`src/rtl/mips_alu_pkg.sv`:
```
// mips_alu_pkg
//   Shared definitions for the ALU and the multiply sequencer that borrows it.
//   - ALU_* : 3-bit ALUControl encodings understood by the ALU.
//   - seq_state_t : multiply sequencer FSM states.
package mips_alu_pkg;

    localparam logic [2:0] ALU_AND = 3'b000;
    localparam logic [2:0] ALU_OR  = 3'b001;
    localparam logic [2:0] ALU_ADD = 3'b010;
    localparam logic [2:0] ALU_SUB = 3'b110;
    localparam logic [2:0] ALU_SLT = 3'b111;

    typedef enum logic [1:0] {
        IDLE = 2'd0,
        RUN  = 2'd1,
        DONE = 2'd2
    } seq_state_t;

endpackage

```
`src/rtl/alu_mul_sequencer.sv`:
```
// alu_mul_sequencer
//   Iterative shift-and-add multiplier that borrows the shared ALU. It produces
//   the low WIDTH bits of op_a*op_b, which is the same for signed and unsigned
//   operands. One ALU add is issued per RUN cycle; the sum is taken back from
//   alu_result in the same cycle.
//
//   Build option: define MUL_EARLY_TERM_EN to stop as soon as the remaining
//   multiplier bits are all zero. Products are identical either way; only the
//   latency changes.
//
// Ports
//   clk, reset            rising-edge clock, synchronous active-high reset
//   start                 request, sampled only in IDLE or DONE
//   op_a, op_b            multiplicand / multiplier, captured on accept
//   busy                  high in RUN, stalls the core
//   done                  one-cycle pulse, product valid
//   product               result, held until overwritten by the next multiply
//   alu_own               high in RUN, steers the ALU input muxes to us
//   alu_srca, alu_srcb    ALU operand drives (zero outside RUN)
//   alu_control           ALU control drive (zero outside RUN)
//   alu_result            ALU result, combinational
module alu_mul_sequencer
    import mips_alu_pkg::*;
#(
    parameter  int WIDTH = 32,
    localparam int CNT_W = $clog2(WIDTH)
) (
    input  logic             clk,
    input  logic             reset,
    input  logic             start,
    input  logic [WIDTH-1:0] op_a,
    input  logic [WIDTH-1:0] op_b,
    output logic             busy,
    output logic             done,
    output logic [WIDTH-1:0] product,
    output logic             alu_own,
    output logic [WIDTH-1:0] alu_srca,
    output logic [WIDTH-1:0] alu_srcb,
    output logic [2:0]       alu_control,
    input  logic [WIDTH-1:0] alu_result
);

    seq_state_t       state_q;
    logic             busy_q, done_q, own_q;
    logic [WIDTH-1:0] product_q, acc_q, m_q, q_q;
    logic [CNT_W-1:0] cnt_q;
    logic             last_iter;

    // The early-exit test looks at the multiplier after this cycle's shift:
    // once nothing is left to add, the accumulator already holds the product.
`ifdef MUL_EARLY_TERM_EN
    assign last_iter = (cnt_q == CNT_W'(WIDTH-1)) || (q_q[WIDTH-1:1] == '0);
`else
    assign last_iter = (cnt_q == CNT_W'(WIDTH-1));
`endif

    always_ff @(posedge clk) begin
        if (reset) begin
            state_q   <= IDLE;
            busy_q    <= 1'b0;
            done_q    <= 1'b0;
            own_q     <= 1'b0;
            product_q <= '0;
            acc_q     <= '0;
            m_q       <= '0;
            q_q       <= '0;
            cnt_q     <= '0;
        end else begin
            done_q <= 1'b0;
            case (state_q)
                IDLE, DONE: begin
                    if (start) begin
                        state_q <= RUN;
                        busy_q  <= 1'b1;
                        own_q   <= 1'b1;
                        m_q     <= op_a;
                        q_q     <= op_b;
                        acc_q   <= '0;
                        cnt_q   <= '0;
                    end else begin
                        state_q <= IDLE;
                        busy_q  <= 1'b0;
                        own_q   <= 1'b0;
                    end
                end
                RUN: begin
                    acc_q <= alu_result;
                    m_q   <= m_q << 1;
                    q_q   <= q_q >> 1;
                    cnt_q <= cnt_q + 1'b1;
                    if (last_iter) begin
                        state_q   <= DONE;
                        product_q <= alu_result;
                        done_q    <= 1'b1;
                        busy_q    <= 1'b0;
                        own_q     <= 1'b0;
                    end
                end
                default: begin
                    state_q <= IDLE;
                    busy_q  <= 1'b0;
                    own_q   <= 1'b0;
                end
            endcase
        end
    end

    // ALU drives are quiet outside RUN so the muxed ALU sees clean zeros.
    always_comb begin
        alu_srca    = '0;
        alu_srcb    = '0;
        alu_control = 3'b000;
        if (state_q == RUN) begin
            alu_srca    = acc_q;
            alu_srcb    = q_q[0] ? m_q : '0;
            alu_control = ALU_ADD;
        end
    end

    assign busy    = busy_q;
    assign done    = done_q;
    assign alu_own = own_q;
    assign product = product_q;

endmodule

```
`config.mk`:
```
export PLATFORM = sky130hd
export DESIGN_NAME = alu_mul_sequencer
export DESIGN_NICKNAME = d
export VERILOG_FILES = /design/src/rtl/mips_alu_pkg.sv /design/src/rtl/alu_mul_sequencer.sv
export SDC_FILE = /design/constraint.sdc
export NUM_CORES = 1
export LEC_CHECK = 0
export CAP_MARGIN = 30
export CORE_MARGIN = 3
export CORE_UTILIZATION = 25
export CTS_BUF_LIST = sky130_fd_sc_hd__clkbuf_4
export CTS_CLUSTER_DIAMETER = 80
export DETAILED_ROUTE_END_ITERATION = 7
export GPL_ROUTABILITY_DRIVEN = 0
export SLEW_MARGIN = 20
export SYNTH_ARGS = -nofsm -noshare
export SYNTH_HDL_FRONTEND = slang
export SYNTH_SLANG_ARGS = --single-unit
```
`constraint.sdc`:
```
create_clock -name clk -period 1.5 [get_ports clk]
set_input_delay 0.3 -clock clk [delete_from_list [all_inputs] [get_ports clk]]
set_output_delay 0.3 -clock clk [all_outputs]
set_load 0.005 [all_outputs]
```
==> metrics.yaml, run 1 <==
status: "complete, but fails checks"
violations: "setup timing"
setup_tns_ns: -45.48
crit_fanout: 5
dp_hpwl_um: 11600
grt_usage_pct: 16.9
arrival_ns: 1.71
power_leakage_nw: 4.11
die-area_um2: 24200
synth-edff-count: 0
synthesis.instances: 624
fmax_ghz: 0.498
n_antenna_cell: 0
slew_violations: 0
fin_ws_ns: -0.508
yosys_register_bits: 137
synthFlopType: "dfxtp_1"
grt_max_degree: 78
grt_overflow: 0
cellPowerDensity_nw_per_um2: 776
cts_sinks: 137
antenna_found_initial: 0
clock_latency_ns: 0.54
yosysWarnings: 0
crit_slowest_cell: "dfxtp_2"
cp-start-kind: "flip-flop"
rsz0062_at_grt: "yes"
yosysUniqueCellTypes: 28
first_iter_violations: 283
r2r-end: "product[8]$_SDFFE_PP0P_"
start_util_pct: 25.6
ant_nets: 0
ff2ff_setup_slack_ns: -0.24
final_common_cell: "dfxtp_1"
coreArea_um2: 21900
post-route-util_pct: 51.2
die_width_um: 156
power_w: 0.00871
nets: 994
end_kind: "primary output"
wirelength_um: 23700
min_to: "q_q[31]$_SDFFE_PP0P_"
clkTransAtPathRegs_ns: 0.13
drt-pass1-iter-count: 4
min_period_ns: 2.01
io_pins: 201
skew_ns: 0.0209
hold_start: "op_b[31]"
hold_violations: 0
yosysSeqAreaShare_pct: 49.0
layout_common_cells: "dfxtp_1, clkdlybuf4s50_1, buf_6"
nFillCells: 1970
timing.rr.start: "state_q[1]$_SDFFE_PP0P_"
final_layout_size_suffix_gt1_share_pct: 57.5
hold_ws_ns: 0.298
vdd_ir_drop_max_v: 0.000479
rr_worst_depth: 9
die_y_um: 156
cts_tree: "yes"
area_growth_pct: 100
syn_area_um2: 5590
grt_first_pass_wirelength_um: 32300
async_reset_ff_share_pct: 0
vias: 5953
worst-setup-path-type: "flip-flop to primary output"
crit_top_cell: "buf_6"
via_per_inst: 5.02
first_global_vias: 5679
worstPathCellList: "nand2b_4, buf_12, inv_8, buf_6, buf_16, and3_4, buf_6"
cts_made_buffers: 17
drv_cap: 0
root_buffer: "clkbuf_4"
timing.final.crit_share_pct: 134
cts_max_level: 4
critical_path.max_stage_delay_ns: 0.33
hp-class: "input pin to flip-flop"
syn_area_per_cell_um2: 8.96
drc: 0
crit_required_ns: 1.20
finalSetupViolCount: 181
min_path_cells: 3
wire_per_inst_um: 20.0
numPortBuffers: 198
cts.path.max_buffers: 2
rows: 54
-- per-stage QoR --
step / cell area (um^2) / cells / worst slack (ns)
6_report: 11200 / 1186 / -0.508
3_5_place_dp: 7990 / 1065 / -0.271
5_1_grt: 11200 / 1186 / -0.616
3_3_place_gp: 7990 / 1065 / -0.278
2_1_floorplan: 5600 / 625 / 0.00130
4_1_cts: 9760 / 1159 / -0.590
-- where the power goes --
group	switching (W)	leakage, nW	internal, W
logic	0.00105	2.82	0.00121
registers	0.000173	1.14	0.00381
clock network	0.00145	0.153	0.00101
-- synthesized netlist by cell type (2+ instances only) --
cell | n | area (um^2)
a22oi_1 | 62 | 465
nand2b_1 | 3 | 18.8
and3_1 | 33 | 206
clkbuf_1 | 18 | 67.6
nand2_1 | 36 | 135
ha_1 | 2 | 25.0
buf_6 | 5 | 56.3
clkbuf_2 | 3 | 15.0
buf_4 | 13 | 97.6
dfxtp_1 | 137 | 2740
nor3b_1 | 2 | 15.0
and2_1 | 32 | 200
buf_2 | 33 | 165
nor2_1 | 2 | 7.51
nand3_1 | 99 | 495
a22o_1 | 32 | 280
a21oi_1 | 101 | 505
-- logic make-up after synthesis --
group / synth area share (%)
mux: 0.403
flops: 49.0
buf+inv: 7.29
compound gates: 22.8
simple gates: 20.0
other cells: 0.0670
fa+ha+maj: 0.447
-- repair_timing --
item,4_1_cts,5_1_grt
hold buffers,1,0
endpoints found under the hold margin,3,0
resized for setup,535,289
cloned,20,15
setup endpoints to repair,210,210
setup buffers,44,30
pin swaps,112,65
-- critical path, delay by kind of cell, from the launching register on --
kind                   cells  cell delay [ns]
buffers and inverters      5             0.49
DFF                        1             0.33
and+or+nand+nor            2             0.34
-- per-layer routing --
| layer | track usage, % | routed length (um) | vias to the layer above |
|---|---|---|---|
| met5 | 0 | 0 | - |
| met4 | 4.54 | 380 | 0 |
| met3 | 3.88 | 1280 | 28 |
| met2 | 28.3 | 11700 | 180 |
| met1 | 21.9 | 10400 | 2910 |
| li1 | - | - | 2835 |
-- how the worst max path moves through the flow --
stage / startpoint / endpoint / slack, ns
2_1_floorplan: cnt_q[1]$_SDFFE_PP0P_ / product[10]$_SDFFE_PP0P_ / 0.001
3_3_place_gp: state_q[0]$_SDFFE_PP0P_ / alu_srcb[30] / -0.28
3_5_place_dp: state_q[0]$_SDFFE_PP0P_ / alu_srcb[30] / -0.27
4_1_cts: state_q[1]$_SDFFE_PP0P_ / alu_srcb[25] / -0.59
5_1_grt: state_q[1]$_SDFFE_PP0P_ / alu_srcb[26] / -0.62
6_report: state_q[1]$_SDFFE_PP0P_ / alu_srcb[12] / -0.51
-- layout make-up --
cell class              instances  area [um^2]  area share, %
multi-input cells             415         3920           34.9
inverters                       1         11.3          0.100
flip-flops and latches        137         2790           24.8
repair inverters                1         11.3          0.100
repair buffers                320         3860           34.5
well taps                     280          350           3.12
clock buffers                  19          143           1.27
clock inverters                13          130           1.16
-- sequential cells by signal, summed over array words and instances, names as in the netlist --
signal,cells
acc_q,32
m_q,32
product,32
q_q,32
cnt_q,5
state_q,2
alu_own,1
done,1
(Power assumes the default switching activity.)
==> run 2: changes to the inputs <==
Settings changed: HOLD_SLACK_MARGIN from default to 0.06, TNS_END_PERCENT from default to 20.
==> run 2 against run 1 <==
The run still ends with setup timing left; critical path type unchanged; clock skew down 0.00080 ns; largest cell class is now registers; core utilization shrank 11 points; setup slack improved by 0.0082 ns; design area shrank 21%; largest power group unchanged; die area unchanged; sequential power fell by 2%; count of clock-buffer cells in the layout did not move.
==> metrics.yaml, run 2 (synthesis results as in run 1) <==
area_growth_pct: 57.5
cellPowerDensity_nw_per_um2: 878  # +13%
die_width_um: 156  # unchanged
vdd_ir_drop_max_v: 0.000479  # about the same
numPortBuffers: 198  # unchanged
end_kind: "primary output"
power_leakage_nw: 3.50  # -15%
first_iter_violations: 270  # -4.6%
grt_usage_pct: 15.0  # -1.9 points
switchingPower_w: 0.00216  # -19%
worstPathCellList: "nand2b_4, inv_8, buf_12, buf_8, buf_6, and2_4, buf_6"
cts_sinks: 137  # unchanged
antenna_found_initial: 0  # unchanged
rsz0062_at_grt: "yes"
violations: "setup timing"
pwr-share-comb_pct: 18.2  # -7.8 points
postPlaceCellArea_um2: 7990  # unchanged
hp-class: "input pin to flip-flop"
coreArea_um2: 21900  # unchanged
slew_violations: 0  # unchanged
clkTransAtPathRegs_ns: 0.12  # about the same
finalSetupViolCount: 198  # +9.4%
root_buffer: "clkbuf_4"
die-area_um2: 24200  # unchanged
r2r-end: "product[10]$_SDFFE_PP0P_"
startpoint: "state_q[1]$_SDFFE_PP0P_"
p_seq_share_pct: 50.7  # +4.9 points
endpoint: "alu_srca[21]"
n_antenna_cell: 0  # unchanged
cts_made_buffers: 17  # unchanged
final_common_cell: "dfxtp_1"
vias: 5503  # -7.6%
rr_worst_depth: 11  # +2
fmax_ghz: 0.500  # +0.41%
grt_overflow: 0  # unchanged
drt-pass1-iter-count: 4  # unchanged
crit_required_ns: 1.20  # about the same
clock_latency_ns: 0.52  # -0.02 ns
cts.path.max_buffers: 2  # unchanged
drc: 0  # unchanged
fin_ws_ns: -0.500  # +0.00821 ns
nFillCells: 2205  # +12%
clockPowerShare_pct: 31.2  # +2.9 points
timing.final.crit_share_pct: 133  # -0.55 points
crit_slowest_cell: "dfxtp_2"
cts_max_level: 4  # unchanged
via_per_inst: 4.88  # -2.7%
swShare_pct: 28.0  # -2.7 points
status: "complete, but fails checks"
nets: 935  # -5.9%
first_global_vias: 5383  # -5.2%
final_area_um2: 8810  # -21%
ant_nets: 0  # unchanged
drv_cap: 0  # unchanged
wire_per_inst_um: 16.5  # -18%
post-route-util_pct: 40.2  # -11 points
critical_path.max_stage_delay_ns: 0.34  # about the same
layout_common_cells: "dfxtp_1, a21oi_1, nand3_1"
ff2ff_setup_slack_ns: -0.38  # -0.14 ns
cts_tree: "yes"
crit_fanout: 5  # unchanged
p_int_w: 0.00557  # -7.7%
setup_tns_ns: -42.48  # +3.00 ns
start_util_pct: 25.6  # unchanged
grt_first_pass_wirelength_um: 29300  # -9.3%
critical_path_buf_inv_count: 5  # unchanged
final_layout_size_suffix_gt1_share_pct: 30.5  # -27 points
dp_hpwl_um: 11600  # unchanged
skew_ns: 0.0201  # -0.000803 ns
timing.rr.start: "state_q[1]$_SDFFE_PP0P_"
grt_max_degree: 82  # +5.1%
arrival_ns: 1.70  # about the same
die_y_um: 156  # unchanged
rows: 54  # unchanged
min_period_ns: 2.00  # -0.00821 ns
crit_top_cell: "buf_6"
hold_violations: 0  # unchanged
cp-start-kind: "flip-flop"
wirelength_um: 18500  # -22%
worst-setup-path-type: "flip-flop to primary output"
cpLargestDelayFamily: "buffers and inverters"
path_depth: 7  # unchanged
io_pins: 201  # unchanged
## run 2: changes by cell type in the layout (fill, tap and decap cells not counted), moves of 12 or more
cell     change
a21oi_2     -65
nand3_2     -50
a21oi_1     +65
buf_12      -14
nand3_4     -36
nand3_1     +86
buf_4       -12
a22oi_2     -47
buf_6       -25
a22oi_1     +47
## run 2: how the worst min path moves through the flow
stage	from	to	slack [ns]	cells past startpoint
global route	op_a[0]	m_q[0]$_SDFFE_PP0P_	0.25	3
detailed placement	acc_q[30]$_SDFFE_PP0P_	acc_q[30]$_SDFFE_PP0P_	0.45	2
floorplan	alu_result[0]	product[0]$_SDFFE_PP0P_	0.43	1
global placement	acc_q[7]$_SDFFE_PP0P_	acc_q[7]$_SDFFE_PP0P_	0.45	2
finish	op_b[31]	q_q[31]$_SDFFE_PP0P_	0.32	3
CTS	op_b[31]	q_q[31]$_SDFFE_PP0P_	0.25	3
## run 2: tightest hold or removal path: stages
cell             delay [ns]
clkdlybuf4s50_1        0.40
nand2_1                0.06
a21oi_1                0.05
## run 2: repair_timing
item                                    CTS  global route
pin swaps                                51            27
hold endpoints to repair                  4             0
endpoints found under the setup margin  210           221
buffers inserted                         21             7
hold buffers                              1             0
gates cloned                              6             1
resized for setup                       411            84
## run 2: through the flow
| stage | hold WS [ns] | total power (W) | cells | setup slack [ns] |
|---|---|---|---|---|
| 5_1_grt | 0.249 | 0.00816 | 1127 | -0.623 |
| 2_1_floorplan | 0.426 | 0.00457 | 625 | 0.00130 |
| 3_5_place_dp | 0.454 | 0.00517 | 1065 | -0.271 |
| 3_3_place_gp | 0.450 | 0.00516 | 1065 | -0.278 |
| 4_1_cts | 0.251 | 0.00785 | 1124 | -0.610 |
| 6_report | 0.323 | 0.00773 | 1127 | -0.500 |
## run 2: layout make-up
class,count,area (um^2),share of cell area [%]
clock inverters,13,130,1.48
repair inverters,1,6.26,0.0710
flip-flops and latches,137,2790,31.6
well taps,280,350,3.98
clock buffers,19,143,1.62
inverters,1,11.3,0.128
multi-input cells,415,2670,30.3
repair buffers,261,2710,30.8
## run 2: power groups by stage
stage	registers (W)	clock network [W]	logic (W)
finish	0.00392	0.00241	0.00141
global route	0.00394	0.00269	0.00154
CTS	0.00391	0.00254	0.00139
detailed placement	0.00399	0	0.00118
global placement	0.00399	0	0.00117
floorplan	0.00396	0	0.000605
## run 2: routing by layer
metal | part of all wire (%) | vias up | track usage, %
li1 | - | 2686 | -
met1 | 44 | 2644 | 19.5
met2 | 49 | 160 | 24.8
met3 | 5.6 | 13 | 4.13
met4 | 0.94 | 0 | 3.50
met5 | 0 | - | 0
==> run 3: changes to the inputs <==
Settings changed: CORE_MARGIN 3 to 2.
==> run 3 against run 2 <==
The run still ends with setup timing left; clock power up 14%; register-to-register slack better by 0.16 ns; routed wire length up 0.67%; critical endpoint is now alu_srcb[3]; largest cell class unchanged.
==> metrics.yaml, run 3 (synthesis results as in run 1) <==
relSlewSlack_pct: 65.9
ant_nets: 0  # unchanged
fin_ws_ns: -0.471  # +0.0287 ns
root_buffer: "clkbuf_4"
hold_start: "op_a[0]"
crit_fanout: 10  # +5
final_layout_size_suffix_gt1_share_pct: 31.2  # +0.74 points
timing.final.crit_share_pct: 131  # -1.9 points
cp-start-kind: "flip-flop"
first_iter_violations: 295  # +9.3%
cellPowerDensity_nw_per_um2: 909  # +3.6%
final_area_um2: 8930  # +1.4%
r2r-end: "product[3]$_SDFFE_PP0P_"
power_leakage_nw: 3.53  # +1.1%
vdd_ir_drop_max_v: 0.000392  # -18%
end_kind: "primary output"
dp_hpwl_um: 11400  # -1.2%
grt_overflow: 0  # unchanged
clock_latency_ns: 0.53  # about the same
die_width_um: 154  # -1.3%
die-area_um2: 23600  # -2.6%
clkTransAtPathRegs_ns: 0.13  # about the same
violations: "setup timing"
post-route-util_pct: 40.8  # +0.55 points
worst-setup-path-type: "flip-flop to primary output"
wire_per_inst_um: 16.6  # +0.94%
fmax_ghz: 0.507  # +1.5%
power_w: 0.00812  # +5.0%
cts_tree: "yes"
ff2ff_setup_slack_ns: -0.22  # +0.16 ns
postPlaceCellArea_um2: 7940  # -0.56%
skew_ns: 0.0188  # -0.00130 ns
layout_common_cells: "dfxtp_1, a21oi_1, nand3_1"
cts_made_buffers: 17  # unchanged
vias: 5532  # +0.53%
die_y_um: 154  # -1.3%
grt_first_pass_wirelength_um: 28600  # -2.4%
rows: 54  # unchanged
start_util_pct: 25.6  # unchanged
slew_violations: 0  # unchanged
arrival_ns: 1.67  # -0.03 ns
hp-class: "input pin to flip-flop"
cts_sinks: 137  # unchanged
status: "complete, but fails checks"
via_per_inst: 4.92  # +0.80%
grt_usage_pct: 15.0  # +0.069 points
finalSetupViolCount: 150  # -24%
drv_cap: 0  # unchanged
first_global_vias: 5167  # -4.0%
nets: 931  # -0.43%
rr_worst_depth: 6  # -5
crit_required_ns: 1.20  # about the same
place_ws_ns: -0.308  # -0.0370 ns
tightest_slew_ns: 0.511
timing.rr.start: "state_q[1]$_SDFFE_PP0P_"
grt_max_degree: 97  # +18%
hold_violations: 0  # unchanged
io_pins: 201  # unchanged
cts_max_level: 4  # unchanged
min_period_ns: 1.97  # -0.0287 ns
final_common_cell: "dfxtp_1"
drc: 0  # unchanged
min_path_cells: 3  # unchanged
wirelength_um: 18700  # +0.67%
min_to: "m_q[0]$_SDFFE_PP0P_"
numPortBuffers: 198  # unchanged
drt-pass1-iter-count: 4  # unchanged
coreArea_um2: 21900  # unchanged
rsz0062_at_grt: "yes"
antenna_found_initial: 1  # +1
cts.path.max_buffers: 2  # unchanged
area_growth_pct: 59.6
run 3: metrics by stage:
stage,setup TNS [ns],std cells,hold slack (ns)
after floorplan,0,625,0.426
after global placement,-29.50,1064,0.449
after detailed placement,-31.46,1064,0.455
after CTS,-40.45,1100,0.236
after global routing,-54.32,1124,0.257
final,-35.61,1124,0.303
run 3: routing by layer:
layer  global-route usage, %  wire length (um)
met1                    19.8              8450
met5                       0                 0
met2                    23.7              8800
met4                    5.07               332
met3                    4.26              1080
run 3: repair_timing:
action	4_1_cts	5_1_grt
endpoints found under the setup margin	218	208
hold buffers	1	0
resized for setup	267	213
pin swaps	1	33
hold endpoints to repair	7	0
gates cloned	2	7
buffers inserted	1	16
run 3: layout make-up:
cell class | instances | area (um^2)
clock buffer | 19 | 143
timing repair buffer | 257 | 2710
fill | 2195 | 13000
inverter | 1 | 16.3
clock inverter | 13 | 178
multi-input combinational | 415 | 2730
tap | 280 | 350
sequential | 137 | 2790
antenna | 1 | 2.50
timing repair inverter | 1 | 16.3
run 3: worst max path at each step:
stage	from	endpoint	slack (ns)	cells past startpoint
2_1_floorplan	cnt_q[1]$_SDFFE_PP0P_	product[10]$_SDFFE_PP0P_	0.001	6
3_3_place_gp	state_q[1]$_SDFFE_PP0P_	product[12]$_SDFFE_PP0P_	-0.28	6
3_5_place_dp	state_q[1]$_SDFFE_PP0P_	product[30]$_SDFFE_PP0P_	-0.31	6
4_1_cts	state_q[1]$_SDFFE_PP0P_	alu_srcb[19]	-0.85	5
5_1_grt	state_q[1]$_SDFFE_PP0P_	alu_srcb[3]	-0.59	6
6_report	state_q[1]$_SDFFE_PP0P_	alu_srcb[3]	-0.47	6
run 3: worst max-delay path, stage by stage (launching register included):
cell and delay (ns):
dfxtp_1 0.33, nand2b_4 0.16, clkinv_8 0.08, buf_12 0.14
buf_12 0.13, and3_1 0.17, buf_2 0.12
run 3: where the power goes:
| part | internal, W | switching, W | total, W |
|---|---|---|---|
| clock network | 0.00135 | 0.00140 | 0.00275 |
| logic | 0.000758 | 0.000687 | 0.00144 |
| registers | 0.00381 | 0.000113 | 0.00392 |
